<file path="src/rtl/eth_pkg.sv">
// Shared Ethernet framing constants, FSM state type and the byte-wise CRC-32 step.
package eth_pkg;

  localparam logic [31:0] CRC32_POLY  = 32'hEDB88320;
  localparam logic [31:0] CRC32_INIT  = 32'hFFFFFFFF;
  localparam int          ETH_MIN_LEN = 60;
  localparam int          ETH_MAX_LEN = 1514;

  typedef enum logic [2:0] {
    IDLE  = 3'd0,
    DATA  = 3'd1,
    PAD   = 3'd2,
    FCS   = 3'd3,
    DRAIN = 3'd4,
    IFG   = 3'd5
  } state_t;

  // Reflected CRC-32: fold one byte in, least significant bit first.
  function automatic logic [31:0] crc32_byte(input logic [31:0] crc, input logic [7:0] data);
    logic [31:0] c;
    c = crc ^ {24'h000000, data};
    for (int i = 0; i < 8; i++) begin
      if (c[0]) begin
        c = (c >> 1) ^ CRC32_POLY;
      end else begin
        c = c >> 1;
      end
    end
    return c;
  endfunction

endpackage

</file>
<file path="src/rtl/eth_tx_framer.sv">
// Frame feeder for the RMII transmit controller: forwards payload bytes, pads short
// frames, appends the FCS and holds off the next frame until busy drops plus the IFG.
module eth_tx_framer
  import eth_pkg::*;
#(
  parameter int MIN_LEN = ETH_MIN_LEN,
  parameter int MAX_LEN = ETH_MAX_LEN,
  parameter int IFG_CYC = 48,
  parameter int GAP_MAX = 2
) (
  input  logic       clk,
  input  logic       rst,
  input  logic [7:0] s_data,
  input  logic       s_valid,
  input  logic       s_last,
  output logic       s_ready,
  input  logic       tx_bz,
  output logic [7:0] tx_data,
  output logic       tx_en,
  output logic       frame_done,
  output logic       err_gap,
  output logic       err_long
);

  localparam logic [10:0] MIN_L    = 11'(MIN_LEN);
  localparam logic [10:0] MAX_L    = 11'(MAX_LEN);
  localparam logic [7:0]  IFG_LAST = 8'(IFG_CYC - 1);
  localparam logic [8:0]  GAP_L    = 9'(GAP_MAX);

  state_t      state_r;
  logic [10:0] cnt_r;
  logic [31:0] crc_r;
  logic [7:0]  ifg_r;
  logic [7:0]  gap_r;
  logic [1:0]  fcs_idx_r;

  logic        accept_s;
  logic [10:0] cnt_inc_s;
  logic [10:0] cnt_nxt_s;
  logic [8:0]  gap_inc_s;
  logic [31:0] crc_in_s;
  logic [31:0] crc_pad_s;
  logic [7:0]  fcs_byte_s;

  assign accept_s  = s_valid & s_ready;
  assign cnt_inc_s = cnt_r + 11'd1;
  // A byte offered at the saturated count is dropped and does not lengthen the frame.
  assign cnt_nxt_s = (cnt_r == MAX_L) ? cnt_r : cnt_inc_s;
  assign gap_inc_s = {1'b0, gap_r} + 9'd1;
  assign crc_in_s  = crc32_byte(crc_r, s_data);
  assign crc_pad_s = crc32_byte(crc_r, 8'h00);

  // Select the complemented CRC byte for the current FCS slot, LSB byte first.
  always_comb begin
    fcs_byte_s = 8'h00;
    case (fcs_idx_r)
      2'd0:    fcs_byte_s = ~crc_r[7:0];
      2'd1:    fcs_byte_s = ~crc_r[15:8];
      2'd2:    fcs_byte_s = ~crc_r[23:16];
      2'd3:    fcs_byte_s = ~crc_r[31:24];
      default: fcs_byte_s = 8'h00;
    endcase
  end

  // Framing FSM with registered handshake, write strobe and error flags.
  always_ff @(posedge clk or posedge rst) begin
    if (rst) begin
      state_r    <= IDLE;
      cnt_r      <= 11'd0;
      crc_r      <= CRC32_INIT;
      ifg_r      <= 8'd0;
      gap_r      <= 8'd0;
      fcs_idx_r  <= 2'd0;
      s_ready    <= 1'b0;
      tx_data    <= 8'h00;
      tx_en      <= 1'b0;
      frame_done <= 1'b0;
      err_gap    <= 1'b0;
      err_long   <= 1'b0;
    end else begin
      tx_en      <= 1'b0;
      frame_done <= 1'b0;
      case (state_r)
        IDLE: begin
          s_ready <= 1'b1;
          if (accept_s) begin
            tx_data   <= s_data;
            tx_en     <= 1'b1;
            crc_r     <= crc32_byte(CRC32_INIT, s_data);
            cnt_r     <= 11'd1;
            gap_r     <= 8'd0;
            fcs_idx_r <= 2'd0;
            err_gap   <= 1'b0;
            err_long  <= 1'b0;
            if (s_last) begin
              s_ready <= 1'b0;
              state_r <= (11'd1 < MIN_L) ? PAD : FCS;
            end else begin
              state_r <= DATA;
            end
          end
        end
        DATA: begin
          if (accept_s) begin
            gap_r <= 8'd0;
            if (cnt_r == MAX_L) begin
              err_long <= 1'b1;
            end else begin
              tx_data <= s_data;
              tx_en   <= 1'b1;
              crc_r   <= crc_in_s;
              cnt_r   <= cnt_inc_s;
            end
            if (s_last) begin
              s_ready <= 1'b0;
              state_r <= (cnt_nxt_s < MIN_L) ? PAD : FCS;
            end
          end else begin
            // Starvation watch: the controller may underrun if the feed stalls.
            gap_r <= gap_inc_s[8] ? gap_r : gap_inc_s[7:0];
            if (gap_inc_s >= GAP_L) begin
              err_gap <= 1'b1;
            end
          end
        end
        PAD: begin
          tx_data <= 8'h00;
          tx_en   <= 1'b1;
          crc_r   <= crc_pad_s;
          cnt_r   <= cnt_inc_s;
          if (cnt_inc_s >= MIN_L) begin
            state_r <= FCS;
          end
        end
        FCS: begin
          tx_data   <= fcs_byte_s;
          tx_en     <= 1'b1;
          fcs_idx_r <= fcs_idx_r + 2'd1;
          if (fcs_idx_r == 2'd3) begin
            frame_done <= 1'b1;
            state_r    <= DRAIN;
          end
        end
        DRAIN: begin
          if (!tx_bz) begin
            ifg_r <= 8'd0;
            if (IFG_CYC == 0) begin
              state_r <= IDLE;
              s_ready <= 1'b1;
              crc_r   <= CRC32_INIT;
              cnt_r   <= 11'd0;
            end else begin
              state_r <= IFG;
            end
          end
        end
        IFG: begin
          // Busy rising here means another writer claimed the controller.
          if (tx_bz) begin
            state_r <= DRAIN;
          end else if (ifg_r == IFG_LAST) begin
            state_r <= IDLE;
            s_ready <= 1'b1;
            crc_r   <= CRC32_INIT;
            cnt_r   <= 11'd0;
          end else begin
            ifg_r <= ifg_r + 8'd1;
          end
        end
        default: begin
          state_r <= IDLE;
          s_ready <= 1'b0;
        end
      endcase
    end
  end

endmodule
</file>
<file path="config.mk">
export PLATFORM = sky130hd
export DESIGN_NAME = eth_tx_framer
export DESIGN_NICKNAME = d
export VERILOG_FILES = /design/src/rtl/eth_pkg.sv /design/src/rtl/eth_tx_framer.sv
export SDC_FILE = /design/constraint.sdc
export NUM_CORES = 1
export LEC_CHECK = 0
export CAP_MARGIN = 20
export CORE_UTILIZATION = 46
export CTS_CLUSTER_SIZE = 20
export DETAILED_ROUTE_END_ITERATION = 8
export PLACE_DENSITY = 0.73
export SKIP_CTS_REPAIR_TIMING = 1
export SYNTH_ARGS = -nofsm -noshare
export SYNTH_HDL_FRONTEND = slang
export SYNTH_SLANG_ARGS = --single-unit
</file>
<file path="constraint.sdc">
create_clock -name clk -period 7.1 [get_ports clk]
set_input_delay 1.775 -clock clk [delete_from_list [all_inputs] [get_ports clk]]
set_output_delay 1.775 -clock clk [all_outputs]
set_load 0.1 [all_outputs]
</file>
==> impl_metrics.env <==
export IMPL_cts_buffers=9
export IMPL_syn_num_nets=766
export IMPL_worstSkewPairLatency_ns=0.36
export IMPL_h_tree_depth=3
export IMPL_coreArea_um2=13930
export IMPL_layout_cells_most_common="xnor2_1"
export IMPL_final_cell_mix="105 x xnor2_1, 73 x o21ai_0, 64 x nand2_1"
export IMPL_synth_top_family_by_area="XOR/XNOR gates"
export IMPL_arrival_ns=4.55
export IMPL_max_freq_mhz=232.9
export IMPL_maxCapViolCount=0
export IMPL_diodes=0
export IMPL_finalHoldViolCount=0
export IMPL_ys_seq_area_share_pct=29.93
export IMPL_crit_top_cell="xnor2_1"
export IMPL_rsz0062_at_grt="false"
export IMPL_cts_tree="yes"
export IMPL_rrSetupSlack_ns=4.21
export IMPL_yosys_area_share_simple_pct=14.11
export IMPL_setup_tns_ns=0
export IMPL_syn_avg_cell_area_um2=8.832
export IMPL_async_flop_share_pct=100.0
export IMPL_ant_nets=0
export IMPL_hold_end="tx_data[7]"
export IMPL_synth_edff_count=0
export IMPL_grt_pass1_wl_um=30570
export IMPL_r2r_end="tx_data[0]"
export IMPL_synth_top_area_share_pct=17.14
export IMPL_synthesis_area_um2=6571
export IMPL_holdPathStages=2
export IMPL_tightest_slew_ns=0.9727
export IMPL_drtIter0Drc=595
export IMPL_slowest_stage="clkdlybuf4s50_1"
export IMPL_grt_pass1_vias=5601
export IMPL_grt_max_degree=78
export IMPL_fillers=1290
export IMPL_fin_worst_skew_ns=0.01098
export IMPL_gp_congestion=1.038
export IMPL_yosys_warnings=0
export IMPL_drive_above_1_share_pct=10.69
export IMPL_grt_ovfl_total=0
export IMPL_fin_nets=756
export IMPL_wirelength_um=19210
export IMPL_synth_top_area_cell="dfrtp_1"
export IMPL_start_kind="primary input"
export IMPL_crit_path_max_incr_delay_ns=0.86
export IMPL_status="finished clean"
export IMPL_die_w_um=121.5
export IMPL_netlist_instances=744
export IMPL_relSlewSlack_pct=34.69
export IMPL_clkSinkCount=77
export IMPL_fp_dieH_um=121.5
export IMPL_antenna_found_initial=0
export IMPL_path_clk_slew_ns=0.06
export IMPL_cts_root_buf="clkbuf_16"
export IMPL_drtPass1Iterations=5
export IMPL_setup_viol=0
export IMPL_cp_cell_sequence="clkdlybuf4s50_1 -> xnor2_2 -> xnor2_1 -> xnor2_1 -> xnor2_1 -> a22oi_1 -> a211oi_1"
export IMPL_io_pins=26
export IMPL_area_growth_syn_to_layout_pct=8.778
export IMPL_synth_compound_area_share_pct=20.77
export IMPL_synth_ff_type="dfrtp_1"
export IMPL_clockBufferDepth=2
export IMPL_ys_ff_latch=77
export IMPL_path_class="in -> reg"
export IMPL_synthAdderAreaFrac_pct=1.714
export IMPL_end_kind="flip-flop"
export IMPL_dieArea_um2=14770
export IMPL_detail_route_wl_per_cell_um=20.90
export IMPL_remaining_drc_errors=0
export IMPL_final_core_util_pct=51.30
export IMPL_synth_area_top_cells="dfrtp_1 17%, xnor2_1 14%, dfstp_2 13%"
export IMPL_fin_crit_ns=4.293
export IMPL_maxSlewViolCount=0
export IMPL_r2r_start="cnt_r[0]"
export IMPL_fin_crit_sh_pct=60.47
export IMPL_synthMuxAreaShare_pct=0.6093
export IMPL_worstPathRequired_ns=7.36
export IMPL_r2r_cells=8
export IMPL_min_from="tx_data[7]"
export IMPL_place_hpwl_um=13730
export IMPL_vias=5675
export IMPL_grtUsageTotal_pct=27.65
export IMPL_viasPerCell=6.175
export IMPL_synth_xor_area_share_pct=27.53
export IMPL_rows=43
export IMPL_crit_path_max_fanout=9
export IMPL_hp_class="reg -> reg"
export IMPL_synth_cell_type_count=69
export IMPL_io_buffer_count=25
export IMPL_initial_core_util_pct=47.16
==> layout make-up <==
class / instances / area [um2] / share of cell area [%]
Clock buffer: 12 / 256.5 / 3.588
Clock inverter: 4 / 30.03 / 0.4201
Inverter: 19 / 72.57 / 1.015
Multi-Input combinational cell: 593 / 4259 / 59.58
Sequential cell: 77 / 1967 / 27.52
Tap cell: 180 / 225.2 / 3.151
Timing Repair Buffer: 34 / 337.8 / 4.726
==> state kept, by name, summed over array words and instances (netlist names) <==
register    count
crc_r          32
cnt_r          11
err_gap         1
s_ready         1
err_long        1
tx_en           1
state_r         3
ifg_r           8
tx_data         8
frame_done      1
fcs_idx_r       2
gap_r           8
==> synthesized netlist by cell type (4+ instances only) <==
master	count
buf_2	11
o21ai_0	73
and3_1	12
a22oi_1	11
xnor2_1	105
o22ai_1	19
a21o_1	6
ha_1	9
mux2i_1	4
and2_1	4
xnor2_4	10
nor2_1	51
o211ai_1	5
nand2b_1	10
dfstp_2	32
clkbuf_1	28
nand2_1	64
a211oi_1	10
nand3_1	12
inv_1	18
dfrtp_1	45
nor2b_1	10
xnor3_1	4
buf_6	4
xor2_1	47
o221ai_1	8
a31oi_1	13
buf_4	7
nor3_1	11
a21oi_1	31
o31ai_1	9
==> how the worst max path moves through the flow <==
stage / end / startpoint / slack, ns / depth (start not counted)
after CTS: crc_r[18] / s_data[5] / 2.91 / 7
final: crc_r[18] / s_data[5] / 2.81 / 7
after global placement: crc_r[18] / s_data[5] / 2.64 / 7
after detailed placement: crc_r[18] / s_data[5] / 2.54 / 7
after floorplan: cnt_r[0] / rst / 3.41 / 1
after global routing: crc_r[18] / s_data[5] / 2.64 / 7
==> logic make-up (layout without fill, tap and decap cells) <==
group                      Yosys count  after routing
AOI/OAI and AO/OA                  215            215
xor gates and xnor gates           172            172
adders and majority gates            9              9
buffers and inverters               74             69
DFF                                 77             77
muxes                                4              4
and+or+nand+nor                    193            193
==> layer usage <==
metal / GRT usage, % / part of all wire (%) / wire length (um) / vias up
met5: 0 / 0 / 0 / -
li1: - / - / - / 2581
met1: 35.45 / 41 / 7906 / 2748
met4: 11.96 / 3.8 / 721 / 0
met2: 42.54 / 46 / 8795 / 277
met3: 8.882 / 9.3 / 1786 / 69
==> worst max-delay path, delay by kind of cell <==
family                    cells  cell delay [ns]
buffers and inverters         1             0.86
xor gates and xnor gates      4             1.53
AOI/OAI and AO/OA             2             0.37
==> per-stage QoR <==
stage / setup slack (ns) / cells / hold slack, ns / area, um2
after floorplan: 3.411 / 744 / 0.4590 / 6571
after global placement: 2.636 / 902 / 0.4676 / 6834
after detailed placement: 2.542 / 902 / 0.4699 / 6834
after CTS: 2.907 / 918 / 0.4843 / 7121
after global routing: 2.644 / 919 / 0.5115 / 7148
final: 2.807 / 919 / 0.4786 / 7148
Power is not shown: default switching activity piles up to over one toggle a cycle in this logic, so the estimate is an artifact.
